**src/rtl/cp0_tlb_ctrl.sv**
```systemverilog
// CP0 TLB management registers and TLBR/TLBWI/TLBWR/TLBP sequencer.
// Define CP0_TLBWR_EN to implement Random/Wired; otherwise TLBWR behaves as TLBWI.
module cp0_tlb_ctrl #(
    parameter int unsigned TLB_NUM  = 32,
    parameter int unsigned IDX_BITS = 5
) (
    input  logic                clk,
    input  logic                rst,
    input  logic                op_valid,
    input  logic [1:0]          op,
    output logic                op_ready,
    output logic                op_done,
    input  logic                mtc0_we,
    input  logic [4:0]          cp0_addr,
    input  logic [31:0]         mtc0_data,
    output logic [31:0]         mfc0_data,
    input  logic                exc_tlb,
    input  logic [18:0]         exc_badvpn2,
    output logic                tlb_we,
    output logic [IDX_BITS-1:0] tlb_index,
    output logic [11:0]         tlb_mask,
    output logic [31:0]         tlb_entryhi,
    output logic [31:0]         tlb_entrylo0,
    output logic [31:0]         tlb_entrylo1,
    input  logic [11:0]         tlb_mask_rd,
    input  logic [31:0]         tlb_entryhi_rd,
    input  logic [31:0]         tlb_entrylo0_rd,
    input  logic [31:0]         tlb_entrylo1_rd,
    input  logic [31:0]         tlb_probe_idx
);

    localparam logic [IDX_BITS-1:0] IDX_MAX = IDX_BITS'(TLB_NUM - 1);

    typedef enum logic [1:0] {S_IDLE, S_EXEC, S_DONE} state_t;
    typedef enum logic [1:0] {OP_TLBR, OP_TLBWI, OP_TLBWR, OP_TLBP} op_t;

    state_t state, state_next;
    op_t    op_q;

    logic                index_p;
    logic [IDX_BITS-1:0] index_f, index_q, exec_index;
    logic [25:0]         lo0, lo1;
    logic [11:0]         pmask;
    logic [18:0]         vpn2;
    logic [7:0]          asid;
    logic [IDX_BITS-1:0] random, wired;

    logic accept, cap_read, cap_probe;
    logic we_index, we_lo0, we_lo1, we_pmask, we_hi;
    logic unused_bits;

    assign we_index = mtc0_we && (cp0_addr == 5'd0);
    assign we_lo0   = mtc0_we && (cp0_addr == 5'd2);
    assign we_lo1   = mtc0_we && (cp0_addr == 5'd3);
    assign we_pmask = mtc0_we && (cp0_addr == 5'd5);
    assign we_hi    = mtc0_we && (cp0_addr == 5'd10);

    assign accept    = op_valid && op_ready;
    assign cap_read  = (state == S_EXEC) && (op_q == OP_TLBR);
    assign cap_probe = (state == S_EXEC) && (op_q == OP_TLBP);

    assign unused_bits = ^{mtc0_data[12:8], tlb_entryhi_rd[12:8], tlb_entrylo0_rd[31:26],
                           tlb_entrylo1_rd[31:26], tlb_probe_idx[30:IDX_BITS]};

    always_ff @(posedge clk) begin
        if (rst) state <= S_IDLE;
        else     state <= state_next;
    end

    always_comb begin
        state_next = state;
        op_ready   = 1'b0;
        op_done    = 1'b0;
        tlb_we     = 1'b0;
        tlb_index  = index_f;
        case (state)
            S_IDLE: begin
                op_ready = 1'b1;
                if (op_valid) state_next = S_EXEC;
            end
            S_EXEC: begin
                tlb_we     = (op_q == OP_TLBWI) || (op_q == OP_TLBWR);
                tlb_index  = exec_index;
                state_next = S_DONE;
            end
            S_DONE: begin
                op_done    = 1'b1;
                state_next = S_IDLE;
            end
            default: state_next = S_IDLE;
        endcase
    end

    // Operands are frozen at accept so an mtc0 in the same cycle cannot leak in.
    always_ff @(posedge clk) begin
        if (rst) begin
            op_q    <= OP_TLBR;
            index_q <= '0;
        end else if (accept) begin
            op_q    <= op_t'(op);
            index_q <= index_f;
        end
    end

`ifdef CP0_TLBWR_EN
    logic [IDX_BITS-1:0] random_next, rand_q;
    logic                we_wired;

    assign we_wired = mtc0_we && (cp0_addr == 5'd6);

    always_comb begin
        if (wired >= IDX_MAX)
            random_next = IDX_MAX;
        else if ((wired == '0) ? (random == '0) : (random <= wired + IDX_BITS'(1)))
            random_next = IDX_MAX;
        else
            random_next = random - IDX_BITS'(1);
    end

    always_ff @(posedge clk) begin
        if (rst) begin
            random <= IDX_MAX;
            wired  <= '0;
        end else if (we_wired) begin
            wired  <= mtc0_data[IDX_BITS-1:0];
            random <= IDX_MAX;
        end else begin
            random <= random_next;
        end
    end

    always_ff @(posedge clk) begin
        if (rst)         rand_q <= IDX_MAX;
        else if (accept) rand_q <= random;
    end

    assign exec_index = (op_q == OP_TLBWR) ? rand_q : index_q;
`else
    assign random     = '0;
    assign wired      = '0;
    assign exec_index = index_q;
`endif

    always_ff @(posedge clk) begin
        if (rst) begin
            index_p <= 1'b0;
            index_f <= '0;
        end else if (cap_probe) begin
            index_p <= tlb_probe_idx[31];
            index_f <= tlb_probe_idx[IDX_BITS-1:0];
        end else if (we_index) begin
            index_f <= mtc0_data[IDX_BITS-1:0];
        end
    end

    // Priority per register: EXEC capture, then exception, then mtc0.
    always_ff @(posedge clk) begin
        if (rst) begin
            vpn2 <= '0;
            asid <= '0;
        end else if (cap_read) begin
            vpn2 <= tlb_entryhi_rd[31:13];
            asid <= tlb_entryhi_rd[7:0];
        end else if (exc_tlb) begin
            vpn2 <= exc_badvpn2;
        end else if (we_hi) begin
            vpn2 <= mtc0_data[31:13];
            asid <= mtc0_data[7:0];
        end
    end

    always_ff @(posedge clk) begin
        if (rst) begin
            lo0   <= '0;
            lo1   <= '0;
            pmask <= '0;
        end else if (cap_read) begin
            lo0   <= tlb_entrylo0_rd[25:0];
            lo1   <= tlb_entrylo1_rd[25:0];
            pmask <= tlb_mask_rd;
        end else begin
            if (we_lo0)   lo0   <= mtc0_data[25:0];
            if (we_lo1)   lo1   <= mtc0_data[25:0];
            if (we_pmask) pmask <= mtc0_data[24:13];
        end
    end

    assign tlb_entryhi  = {vpn2, 5'b0, asid};
    assign tlb_entrylo0 = {6'b0, lo0};
    assign tlb_entrylo1 = {6'b0, lo1};
    assign tlb_mask     = pmask;

    always_comb begin
        mfc0_data = '0;
        case (cp0_addr)
            5'd0:    mfc0_data = {index_p, {(31 - IDX_BITS){1'b0}}, index_f};
            5'd1:    mfc0_data = {{(32 - IDX_BITS){1'b0}}, random};
            5'd2:    mfc0_data = tlb_entrylo0;
            5'd3:    mfc0_data = tlb_entrylo1;
            5'd5:    mfc0_data = {7'b0, pmask, 13'b0};
            5'd6:    mfc0_data = {{(32 - IDX_BITS){1'b0}}, wired};
            5'd10:   mfc0_data = tlb_entryhi;
            default: mfc0_data = '0;
        endcase
    end

endmodule

```
**config.mk**
```make
export PLATFORM = sky130hd
export DESIGN_NAME = cp0_tlb_ctrl
export DESIGN_NICKNAME = d
export VERILOG_FILES = /design/src/rtl/cp0_tlb_ctrl.sv
export SDC_FILE = /design/constraint.sdc
export NUM_CORES = 1
export LEC_CHECK = 0
export ABC_CLOCK_PERIOD_IN_PS = 2300
export CORE_AREA = 2 2 136 138
export CTS_CLUSTER_DIAMETER = 150
export DETAILED_ROUTE_END_ITERATION = 6
export DIE_AREA = 0 0 138 140
export PLACE_DENSITY = 0.76
export SYNTH_ARGS = -nofsm -noshare
export SYNTH_HDL_FRONTEND = slang
export SYNTH_SLANG_ARGS = --single-unit
```
**constraint.sdc**
```tcl
create_clock -name clk -period 2.3 [get_ports clk]
set_input_delay 0.23 -clock clk [delete_from_list [all_inputs] [get_ports clk]]
set_output_delay 0.23 -clock clk [all_outputs]
set_load 0.05 [all_outputs]
```
==> results of run 1 <==
==> worst min-delay path by stage <==
stage	startpoint	to	slack (ps)	cells after the start
2_1_floorplan	op[0]	op_q[0]$_SDFFE_PP0P_	380	2
3_3_place_gp	index_p$_SDFFE_PP0P_	index_p$_SDFFE_PP0P_	450	2
3_5_place_dp	index_p$_SDFFE_PP0P_	index_p$_SDFFE_PP0P_	460	2
4_1_cts	rst	exec_index[3]$_SDFFE_PP0P_	370	3
5_1_grt	rst	exec_index[1]$_SDFFE_PP0P_	390	3
6_report	rst	lo1[6]$_SDFFE_PP0P_	390	3
==> worst max-delay path, delay by kind of cell <==
family / cells / cell delay, ps
and+or+nand+nor: 2 / 570
buffers and inverters: 3 / 970
AOI/OAI and AO/OA: 1 / 190
==> cells in the mapped netlist (all sizes together) <==
cell / instances
o21ai: 5
a211oi: 72
and3: 10
a221o: 23
and2: 8
ha: 2
nor4bb: 1
nand3: 62
or3b: 1
nand2: 1
mux2i: 45
inv: 2
nand4: 17
mux2: 5
and3b: 2
a311oi: 6
nor3: 2
buf: 65
clkbuf: 42
or3: 1
nand2b: 19
a22o: 5
a22oi: 1
nand3b: 14
a21oi: 1
nor2b: 25
nor2: 113
nor4: 1
dfxtp: 106
conb: 1
nor3b: 3
a2111oi: 72
==> per-layer routing <==
layer	share of wire, %	global-route usage, %	vias to the layer above
met5	0.16	0	-
met4	2.5	8.65	6
met3	9.6	9.16	59
met2	46	41.5	389
met1	42	34.0	3372
li1	-	-	3269
==> final cells by class <==
type                       count  area [µm²]
fill                        1600        7440
multi-input combinational    534        3970
timing repair buffer         333        3680
sequential                   106        2120
tap                          229         287
clock buffer                  10         229
clock inverter                 6        42.5
inverter                       2        7.51
antenna                        1        2.50
==> state kept, by name, summed over array words and instances (netlist names) <==
register,cells
state,2
index_p,1
tlb_mask,12
vpn2,19
index_f,5
exec_index,5
lo0,26
lo1,26
op_q,2
asid,8
==> stage by stage <==
stage	std cells	cell area (µm²)
2_1_floorplan	749	6640
3_3_place_gp	1204	10100
4_1_cts	1220	10300
5_1_grt	1220	10300
3_5_place_dp	1204	10100
6_report	1221	10300
==> logic make-up after synthesis <==
| group | Yosys count |
|---|---|
| adders and majority gates | 2 |
| and+or+nand+nor | 280 |
| other | 1 |
| muxes | 50 |
| DFF | 106 |
| buffers and inverters | 109 |
| AOI/OAI and AO/OA | 185 |
==> where the power goes <==
part	total (µW)	switching [µW]	internal [µW]
Combinational	1980	1170	816
Clock	1500	757	739
Sequential	2110	130	1980
Total	5590	2050	3530
==> what timing repair did <==
action                                  in CTS  in global routing
endpoints found under the setup margin       0                  5
gates resized for setup                      0                  1
buffers inserted                             0                  0
==> flow_summary.json, run 1 <==
{
  "status": "finished, final reports clean",
  "clock.fmax_mhz": 455,
  "crit_required_ps": 2070,
  "grt_pass1_wl_mm": 41.0,
  "vias_per_cell": 5.81,
  "clock_sinks": 106,
  "drt-total-wl_mm": 26.2,
  "end_kind": "primary output",
  "synth_compound_area_share_pct": 28.1,
  "start_util_pct": 37.0,
  "finalSetupViolations": 0,
  "rows": 49,
  "final_common_cell": "clkdlybuf4s50_1",
  "ios": 351,
  "crit_fanout": 5,
  "p_leak_uw": 0.00368,
  "path_clk_slew_ps": 70,
  "rsz0062_at_grt": "false",
  "gp_congestion": 0.960,
  "grt_max_degree": 66,
  "tns_ps": 0,
  "drive_gt1_share_pct": 16.8,
  "nets": 1191,
  "max_stage_delay_ps": 620,
  "ir_drop_mv": 0.354,
  "port_buffers": 290,
  "die_area_um2": 19300,
  "setup.worst_path.start": "cp0_addr[1]",
  "cp-start-kind": "input pin",
  "dp_slack_ps": 52.7,
  "vias": 7095,
  "cp_cell_sequence": "clkdlybuf4s50_1 > and3b_2 > and2_1 > buf_4 > a22o_1 > buf_12",
  "firstDrtPassIters": 5,
  "hpwl_mm": 19.5,
  "core_um2": 17800,
  "cap_violations": 0,
  "final_util_pct": 58.1,
  "synth_simple_gate_area_share_pct": 22.1,
  "numCtsBuffers": 9,
  "power_uw": 5590,
  "hold_viol_final": 0,
  "remaining_drc_errors": 0,
  "ys_warn_count": 0,
  "synth_top_family_by_area": "compound AO/OA/AOI/OAI gates",
  "drv_slew": 0,
  "clk_latency_ps": 360,
  "dieWidth_um": 138,
  "fin_crit_ps": 2200,
  "netlist_area_um2": 6580,
  "power_density_nw_per_um2": 540,
  "area_delta_synth_final_pct": 57.1,
  "synth_top_cell_by_area": "dfxtp_1",
  "route.antenna.remaining_nets": 0,
  "cts_tree": "done",
  "synthCells": 733,
  "cts_buffer_depth": 2,
  "r2r_start": "op_q[0]$_SDFFE_PP0P_",
  "hold_class": "in2reg",
  "grt_pass1_vias": 7110,
  "antenna_found_initial": 4,
  "yosys-top-cells-area": "dfxtp_1 32%, a2111oi_2 11%, a211oi_1 8.2%, mux2i_1 6.8%, nor2_1 6.4%",
  "synth-seq-area-share_pct": 32.2,
  "slew_headroom_pct": 61.6,
  "ys_types": 43,
  "finalCritPeriodShare_pct": 95.6,
  "synth_seq_cells": 106,
  "timing.hold.ws_ps": 386,
  "muxShareOfSynthArea_pct": 7.70,
  "r2r_slack_ps": 500,
  "cp_slowest_cell": "clkdlybuf4s50_1",
  "syn_avg_cell_area_um2": 8.98,
  "synth_top_area_share_pct": 32.2,
  "drtIter0Drc": 496,
  "finalClockSkew_ps": 11.6,
  "dieHeight_um": 140,
  "cts_max_level": 3,
  "r2r_cells": 6,
  "grt_overflow_total": 0,
  "synthAdderAreaFrac_pct": 0.380,
  "final_cell_mix": "251 x clkdlybuf4s50_1, 112 x nor2_1, 106 x dfxtp_1",
  "synthXorXnorAreaFrac_pct": 0,
  "routedWlPerCell_um": 21.5,
  "cts-root-buf": "clkbuf_16",
  "tightest_slew_ps": 574,
  "worst-setup-path-type": "in2out",
  "cts_hold_buf": 0,
  "grtUsageTotal_pct": 26.4,
  "r2r_end": "asid[2]$_SDFFE_PP0P_",
  "worstPathArrival_ps": 1970,
  "setup_slack_ps": 101,
  "critPathCapture": "mfc0_data[9]"
}
Note: power is estimated with default switching activity, not from simulation.
==> run 2: changes to the inputs <==
CTS_CLUSTER_DIAMETER = not set   (was 150)
==> results of run 2 <==
No change in the layout: final DEF, timing and power equal those of run 1.
